**src/rtl/debug_reg_dump_if.sv**
```systemverilog
// Byte stream from the register dumper to the debug UART transmitter.
// Valid/ready handshake; a byte moves when tx_valid && tx_ready at a rising edge.
interface debug_reg_dump_if #(
    parameter int unsigned NB_BYTE = 8
);
    logic [NB_BYTE-1:0] tx_data;
    logic               tx_valid;
    logic               tx_ready;

    modport master (output tx_data, output tx_valid, input tx_ready);
    modport slave  (input tx_data, input tx_valid, output tx_ready);
endinterface

```
**src/rtl/debug_reg_dump.sv**
```systemverilog
// Halts the pipeline, walks the register-file debug port and streams each register LSB byte first.
// Optional DBG_DUMP_CHECKSUM_EN appends one XOR checksum byte after the last register.
module debug_reg_dump #(
    parameter int unsigned NB_DATA = 32,
    parameter int unsigned NB_ADDR = 5,
    parameter int unsigned N_REGS  = 32,
    parameter int unsigned NB_BYTE = 8
) (
    input  logic               i_clk,
    input  logic               i_reset,
    input  logic               i_start,
    output logic               o_halt,
    output logic [NB_ADDR-1:0] o_r_addr,
    input  logic [NB_DATA-1:0] i_r_data,
    debug_reg_dump_if.master   tx,
    output logic               o_busy,
    output logic               o_done
);
    localparam int unsigned N_BYTES = NB_DATA / NB_BYTE;
    localparam int unsigned CNT_W   = (N_BYTES > 1) ? $clog2(N_BYTES) : 1;
    localparam logic [CNT_W-1:0]   LAST_CNT = CNT_W'(N_BYTES - 1);
    localparam logic [NB_ADDR-1:0] LAST_IDX = NB_ADDR'(N_REGS - 1);

    typedef enum logic [2:0] {
        StIdle,
        StFreeze,
        StAddr,
        StCapture,
        StSend,
`ifdef DBG_DUMP_CHECKSUM_EN
        StCheck,
`endif
        StDone
    } state_e;

    state_e             state_q, state_d;
    logic [NB_ADDR-1:0] index_q, index_d;
    logic [NB_ADDR-1:0] addr_q, addr_d;
    logic [CNT_W-1:0]   cnt_q, cnt_d;
    logic [NB_DATA-1:0] shift_q, shift_d;
    logic               valid_q, valid_d;
    logic               halt_q, halt_d;
    logic               busy_q, busy_d;
    logic               done_q, done_d;
    logic               xfer;
`ifdef DBG_DUMP_CHECKSUM_EN
    logic [NB_BYTE-1:0] csum_q, csum_d;
`endif

    assign xfer = valid_q && tx.tx_ready;

    always_comb begin
        state_d = state_q;
        index_d = index_q;
        addr_d  = addr_q;
        cnt_d   = cnt_q;
        shift_d = shift_q;
        valid_d = valid_q;
        halt_d  = halt_q;
        busy_d  = busy_q;
        done_d  = 1'b0;
`ifdef DBG_DUMP_CHECKSUM_EN
        csum_d  = csum_q;
`endif
        unique case (state_q)
            StIdle: begin
                if (i_start) begin
                    state_d = StFreeze;
                    halt_d  = 1'b1;
                    busy_d  = 1'b1;
                    index_d = '0;
                end
            end
            StFreeze: begin
                // One idle cycle lets any in-flight write-back be blocked by the halt.
                state_d = StAddr;
`ifdef DBG_DUMP_CHECKSUM_EN
                csum_d  = '0;
`endif
            end
            StAddr: begin
                addr_d  = index_q;
                state_d = StCapture;
            end
            StCapture: begin
                shift_d = i_r_data;
                cnt_d   = '0;
                valid_d = 1'b1;
                state_d = StSend;
            end
            StSend: begin
                if (xfer) begin
                    shift_d = shift_q >> NB_BYTE;
                    cnt_d   = cnt_q + 1'b1;
`ifdef DBG_DUMP_CHECKSUM_EN
                    csum_d  = csum_q ^ shift_q[NB_BYTE-1:0];
`endif
                    if (cnt_q == LAST_CNT) begin
                        valid_d = 1'b0;
                        if (index_q == LAST_IDX) begin
`ifdef DBG_DUMP_CHECKSUM_EN
                            valid_d = 1'b1;
                            shift_d = NB_DATA'(csum_q ^ shift_q[NB_BYTE-1:0]);
                            state_d = StCheck;
`else
                            state_d = StDone;
`endif
                        end else begin
                            index_d = index_q + 1'b1;
                            state_d = StAddr;
                        end
                    end
                end
            end
`ifdef DBG_DUMP_CHECKSUM_EN
            StCheck: begin
                if (xfer) begin
                    valid_d = 1'b0;
                    state_d = StDone;
                end
            end
`endif
            StDone: begin
                done_d  = 1'b1;
                halt_d  = 1'b0;
                busy_d  = 1'b0;
                state_d = StIdle;
            end
            default: state_d = StIdle;
        endcase
    end

    always_ff @(posedge i_clk) begin
        if (i_reset) begin
            state_q <= StIdle;
            index_q <= '0;
            addr_q  <= '0;
            cnt_q   <= '0;
            shift_q <= '0;
            valid_q <= 1'b0;
            halt_q  <= 1'b0;
            busy_q  <= 1'b0;
            done_q  <= 1'b0;
`ifdef DBG_DUMP_CHECKSUM_EN
            csum_q  <= '0;
`endif
        end else begin
            state_q <= state_d;
            index_q <= index_d;
            addr_q  <= addr_d;
            cnt_q   <= cnt_d;
            shift_q <= shift_d;
            valid_q <= valid_d;
            halt_q  <= halt_d;
            busy_q  <= busy_d;
            done_q  <= done_d;
`ifdef DBG_DUMP_CHECKSUM_EN
            csum_q  <= csum_d;
`endif
        end
    end

    assign o_halt      = halt_q;
    assign o_busy      = busy_q;
    assign o_done      = done_q;
    assign o_r_addr    = addr_q;
    assign tx.tx_valid = valid_q;
    assign tx.tx_data  = shift_q[NB_BYTE-1:0];
endmodule

```
**src/flat_wrapper.sv**
```systemverilog
// flat-port wrapper written by rule: the top's interface ports become plain ports
module debug_reg_dump_flat 
#(
    parameter int unsigned NB_DATA = 32,
    parameter int unsigned NB_ADDR = 5,
    parameter int unsigned N_REGS  = 32,
    parameter int unsigned NB_BYTE = 8
)
  (i_clk, i_reset, i_start, o_halt, o_r_addr, i_r_data, o_busy, o_done, tx_tx_data, tx_tx_valid, tx_tx_ready);
  debug_reg_dump_if #(.NB_BYTE(NB_BYTE)) tx_i ();
  input  logic i_clk;
  input  logic i_reset;
  input  logic i_start;
  output logic o_halt;
  output logic [NB_ADDR-1:0] o_r_addr;
  input  logic [NB_DATA-1:0] i_r_data;
  output logic o_busy;
  output logic o_done;
  output wire logic [$bits(tx_i.tx_data)-1:0] tx_tx_data;
  output wire logic [$bits(tx_i.tx_valid)-1:0] tx_tx_valid;
  input wire logic [$bits(tx_i.tx_ready)-1:0] tx_tx_ready;
  assign tx_tx_data = tx_i.tx_data;
  assign tx_tx_valid = tx_i.tx_valid;
  assign tx_i.tx_ready = tx_tx_ready;
  debug_reg_dump #(.NB_DATA(NB_DATA), .NB_ADDR(NB_ADDR), .N_REGS(N_REGS), .NB_BYTE(NB_BYTE)) u_core (.i_clk(i_clk), .i_reset(i_reset), .i_start(i_start), .o_halt(o_halt), .o_r_addr(o_r_addr), .i_r_data(i_r_data), .tx(tx_i), .o_busy(o_busy), .o_done(o_done));
endmodule
```
**config.mk**
```make
export PLATFORM = sky130hd
export DESIGN_NAME = debug_reg_dump_flat
export DESIGN_NICKNAME = d
export VERILOG_FILES = /design/src/rtl/debug_reg_dump_if.sv /design/src/rtl/debug_reg_dump.sv /design/src/flat_wrapper.sv
export SDC_FILE = /design/constraint.sdc
export NUM_CORES = 1
export LEC_CHECK = 0
export ABC_CLOCK_PERIOD_IN_PS = 2890
export CORE_ASPECT_RATIO = 1.2
export CORE_MARGIN = 2
export CORE_UTILIZATION = 53
export CTS_CLUSTER_SIZE = 12
export DETAILED_ROUTE_END_ITERATION = 10
export GPL_ROUTABILITY_DRIVEN = 0
export PLACE_DENSITY = 0.94
export RECOVER_POWER = 50
export SLEW_MARGIN = 20
export SYNTH_ARGS = -nofsm -noshare
export SYNTH_HDL_FRONTEND = slang
export SYNTH_SLANG_ARGS = --single-unit
```
**constraint.sdc**
```tcl
create_clock -name i_clk -period 2.89 [get_ports i_clk]
set_input_delay 0.4335 -clock i_clk [delete_from_list [all_inputs] [get_ports i_clk]]
set_output_delay 0.4335 -clock i_clk [all_outputs]
set_load 0.01 [all_outputs]
```
==> results.toml <==
[yosys]
async_flop_share_pct = 0
ys.flop_type = "dfxtp_1"
synth_area_um2 = 2310
synth_enable_flop_cells = 0
syn_area_per_cell_um2 = 9.87
ys_seq_area_share_pct = 43.3
netlist_instances = 234
ys_types = 42
synth_seq_cells = 50
yosys_warnings = 0
syn-num-nets = 273

[global_route]
gr-usage-all-layers_pct = 20.1
grt_pass1_wl_um = 7980
antenna_found_initial = 0
first_global_vias = 1762
grt_max_degree = 28
grt_remaining_overflow = 0

[detailed_routing]
vias_per_cell = 5.77
drt_iter0_markers = 152
vias = 1892
routedWlPerCell_um = 14.4
wirelength_um = 4720
dr.pass1.iters = 4
drc = 0
ant_nets = 0

[clocking]
htreeDepth = 2
post_cts_buffers = 0
clock_latency_ns = 0.30
numCtsBuffers = 5
clkSlewWorstSetupHoldPaths_ns = 0.09
clock-sinks = 50
clockRootBuffer = "clkbuf_8"
cts.repair.resized = 0
cts_tree = "built"
clock_path_buffers = 2
hold_buffers = 0

[timing]
rsz0062_at_grt = "false"
slew_headroom_pct = 29.2
fin_hold_ws_ns = 0.485
slew_viol_final = 0
setup-violations-final = 0
fmax_ghz = 0.460
final-hold-violation-count = 0
fin_setup_tns_ns = 0
fin_crit_sh_pct = 75.3
tightest_slew_ns = 1.06
finalClockSkew_ns = 0.00698
fin_crit_ns = 2.18
fin_ws_ns = 0.715

[cells_and_area]
layout_common_cells = "50 x dfxtp_1, 34 x nor2_1, 34 x clkdlybuf4s50_1"
nNetsFinal = 310
drive_above_1_share_pct = 6.62
antennaDiodeCount = 0
mostFrequentLayoutCell = "dfxtp_1"
area_growth_pct = 24.1
final_area_um2 = 2870
fill_cells = 337
finish.utilization_pct = 67.8

[setup_path]
cp-end-kind = "register"
reg2reg_slack_ns = 0.71
rr_worst_depth = 4
path_class = "reg2reg"
crit_arrival_ns = 2.42
path_max_fanout = 27
critPathLaunch = "u_core.state_q[2]"
startpoint_type = "register"
r2r_start = "u_core.state_q[2]"
worstReg2RegEnd = "u_core.shift_q[29]"
crit_required_ns = 3.13
crit_end = "u_core.shift_q[29]"

[job]
maxCapViolations = 0

[floorplanning]
num_rows = 26
dieWidth_um = 64.3
die_h_um = 76.3
io_pins = 53
die-area_um2 = 4900
start_util_pct = 54.6
coreArea_um2 = 4230

[placement]
dpl_worst_slack_ns = 0.648
portBuffers = 52
postPlaceCellArea_um2 = 2790
dpl.hpwl_um = 3280

[power_and_ir_drop]
pwr_density_cell_nw_per_um2 = 451
p_leak_nw = 1.25
irDropWorstVdd_mv = 0.373

[min_path]
hp-class = "reg2reg"
whs_path_depth = 1

[outcome]
run_status = "complete, no violations"
power by group:
part | switching (mW) | internal [mW] | leakage, nW | total, mW
Combinational | 0.0687 | 0.0947 | 0.800 | 0.163
Sequential | 0.0225 | 0.709 | 0.404 | 0.732
Clock | 0.228 | 0.170 | 0.0441 | 0.398
state kept, by name (all words and copies together) (netlist names):
register            cells
u_core.o_r_addr         5
u_core.cnt_q            2
u_core.o_halt           1
u_core.tx.tx_valid      1
u_core.index_q          5
u_core.o_done           1
u_core.state_q          3
u_core.shift_q         32
synth_stat cells, drive strengths merged, types with 2 or more instances:
master,count,area [um^2]
buf,19,123
a21oi,8,40.0
inv,3,11.3
a22o,10,87.6
nand2,3,11.3
nand2b,3,18.8
mux2i,29,290
nand3,3,15.0
ha,3,37.5
nor2,34,128
dfxtp,50,1000
nor3b,4,40.0
and2,2,12.5
a221oi,24,210
clkbuf,8,30.0
nor3,2,10.0
and4b,2,20.0
o211ai,3,22.5
o2111ai,2,17.5
or3b,2,17.5
and3b,2,17.5
o21ai,2,13.8
nand4b,3,26.3
worst min-delay path by stage:
stage | endpoint | slack (ns) | startpoint
CTS | u_core.shift_q[26] | 0.49 | u_core.shift_q[26]
detailed placement | u_core.shift_q[26] | 0.47 | u_core.shift_q[26]
global route | u_core.shift_q[26] | 0.50 | u_core.shift_q[26]
finish | u_core.shift_q[25] | 0.48 | u_core.shift_q[25]
floorplan | u_core.shift_q[24] | 0.45 | u_core.shift_q[24]
global placement | u_core.shift_q[25] | 0.46 | u_core.shift_q[25]
critical path, stage by stage, from the launching register on:
cell      delay (ns)
dfxtp_1         0.61
and3b_1         0.23
buf_4           0.21
a211oi_1        0.79
a22o_1          0.27
cell type report:
cell class,count,area [um^2],share of cell area [%]
multi-input cells,154,1140,39.8
flip-flops and latches,50,1000,34.9
repair buffers,57,554,19.3
well taps,56,70.1,2.44
clock buffers,5,68.8,2.40
clock inverters,3,21.3,0.742
inverters,3,11.3,0.393
per-layer routing:
layer  up-vias  wire length, um  global-route usage [%]
li1        945                -                       -
met1       896             2090                    25.1
met2        47             2410                    34.7
met3         4              181                    3.55
met4         0               44                    6.38
met5         -                0                       0
per-stage QoR:
stage	total power [mW]	instances
3_5_place_dp	0.915	320
3_3_place_gp	0.911	320
6_report	1.29	328
4_1_cts	1.31	328
2_1_floorplan	0.839	234
5_1_grt	1.35	328
cells by family (layout without fill, tap and decap cells):
kind of cell             Yosys count  count (layout)  share of synthesized area (%)
AO/OA/AOI/OAI                     55              55                           19.2
adder cells (fa/ha/maj)            3               3                           1.63
buffers and inverters             30              68                           7.10
flip-flops                        50              50                           43.3
multiplexers                      30              30                           13.1
AND/OR/NAND/NOR                   66              66                           15.7
Note: power is estimated with default switching activity, not from simulation.
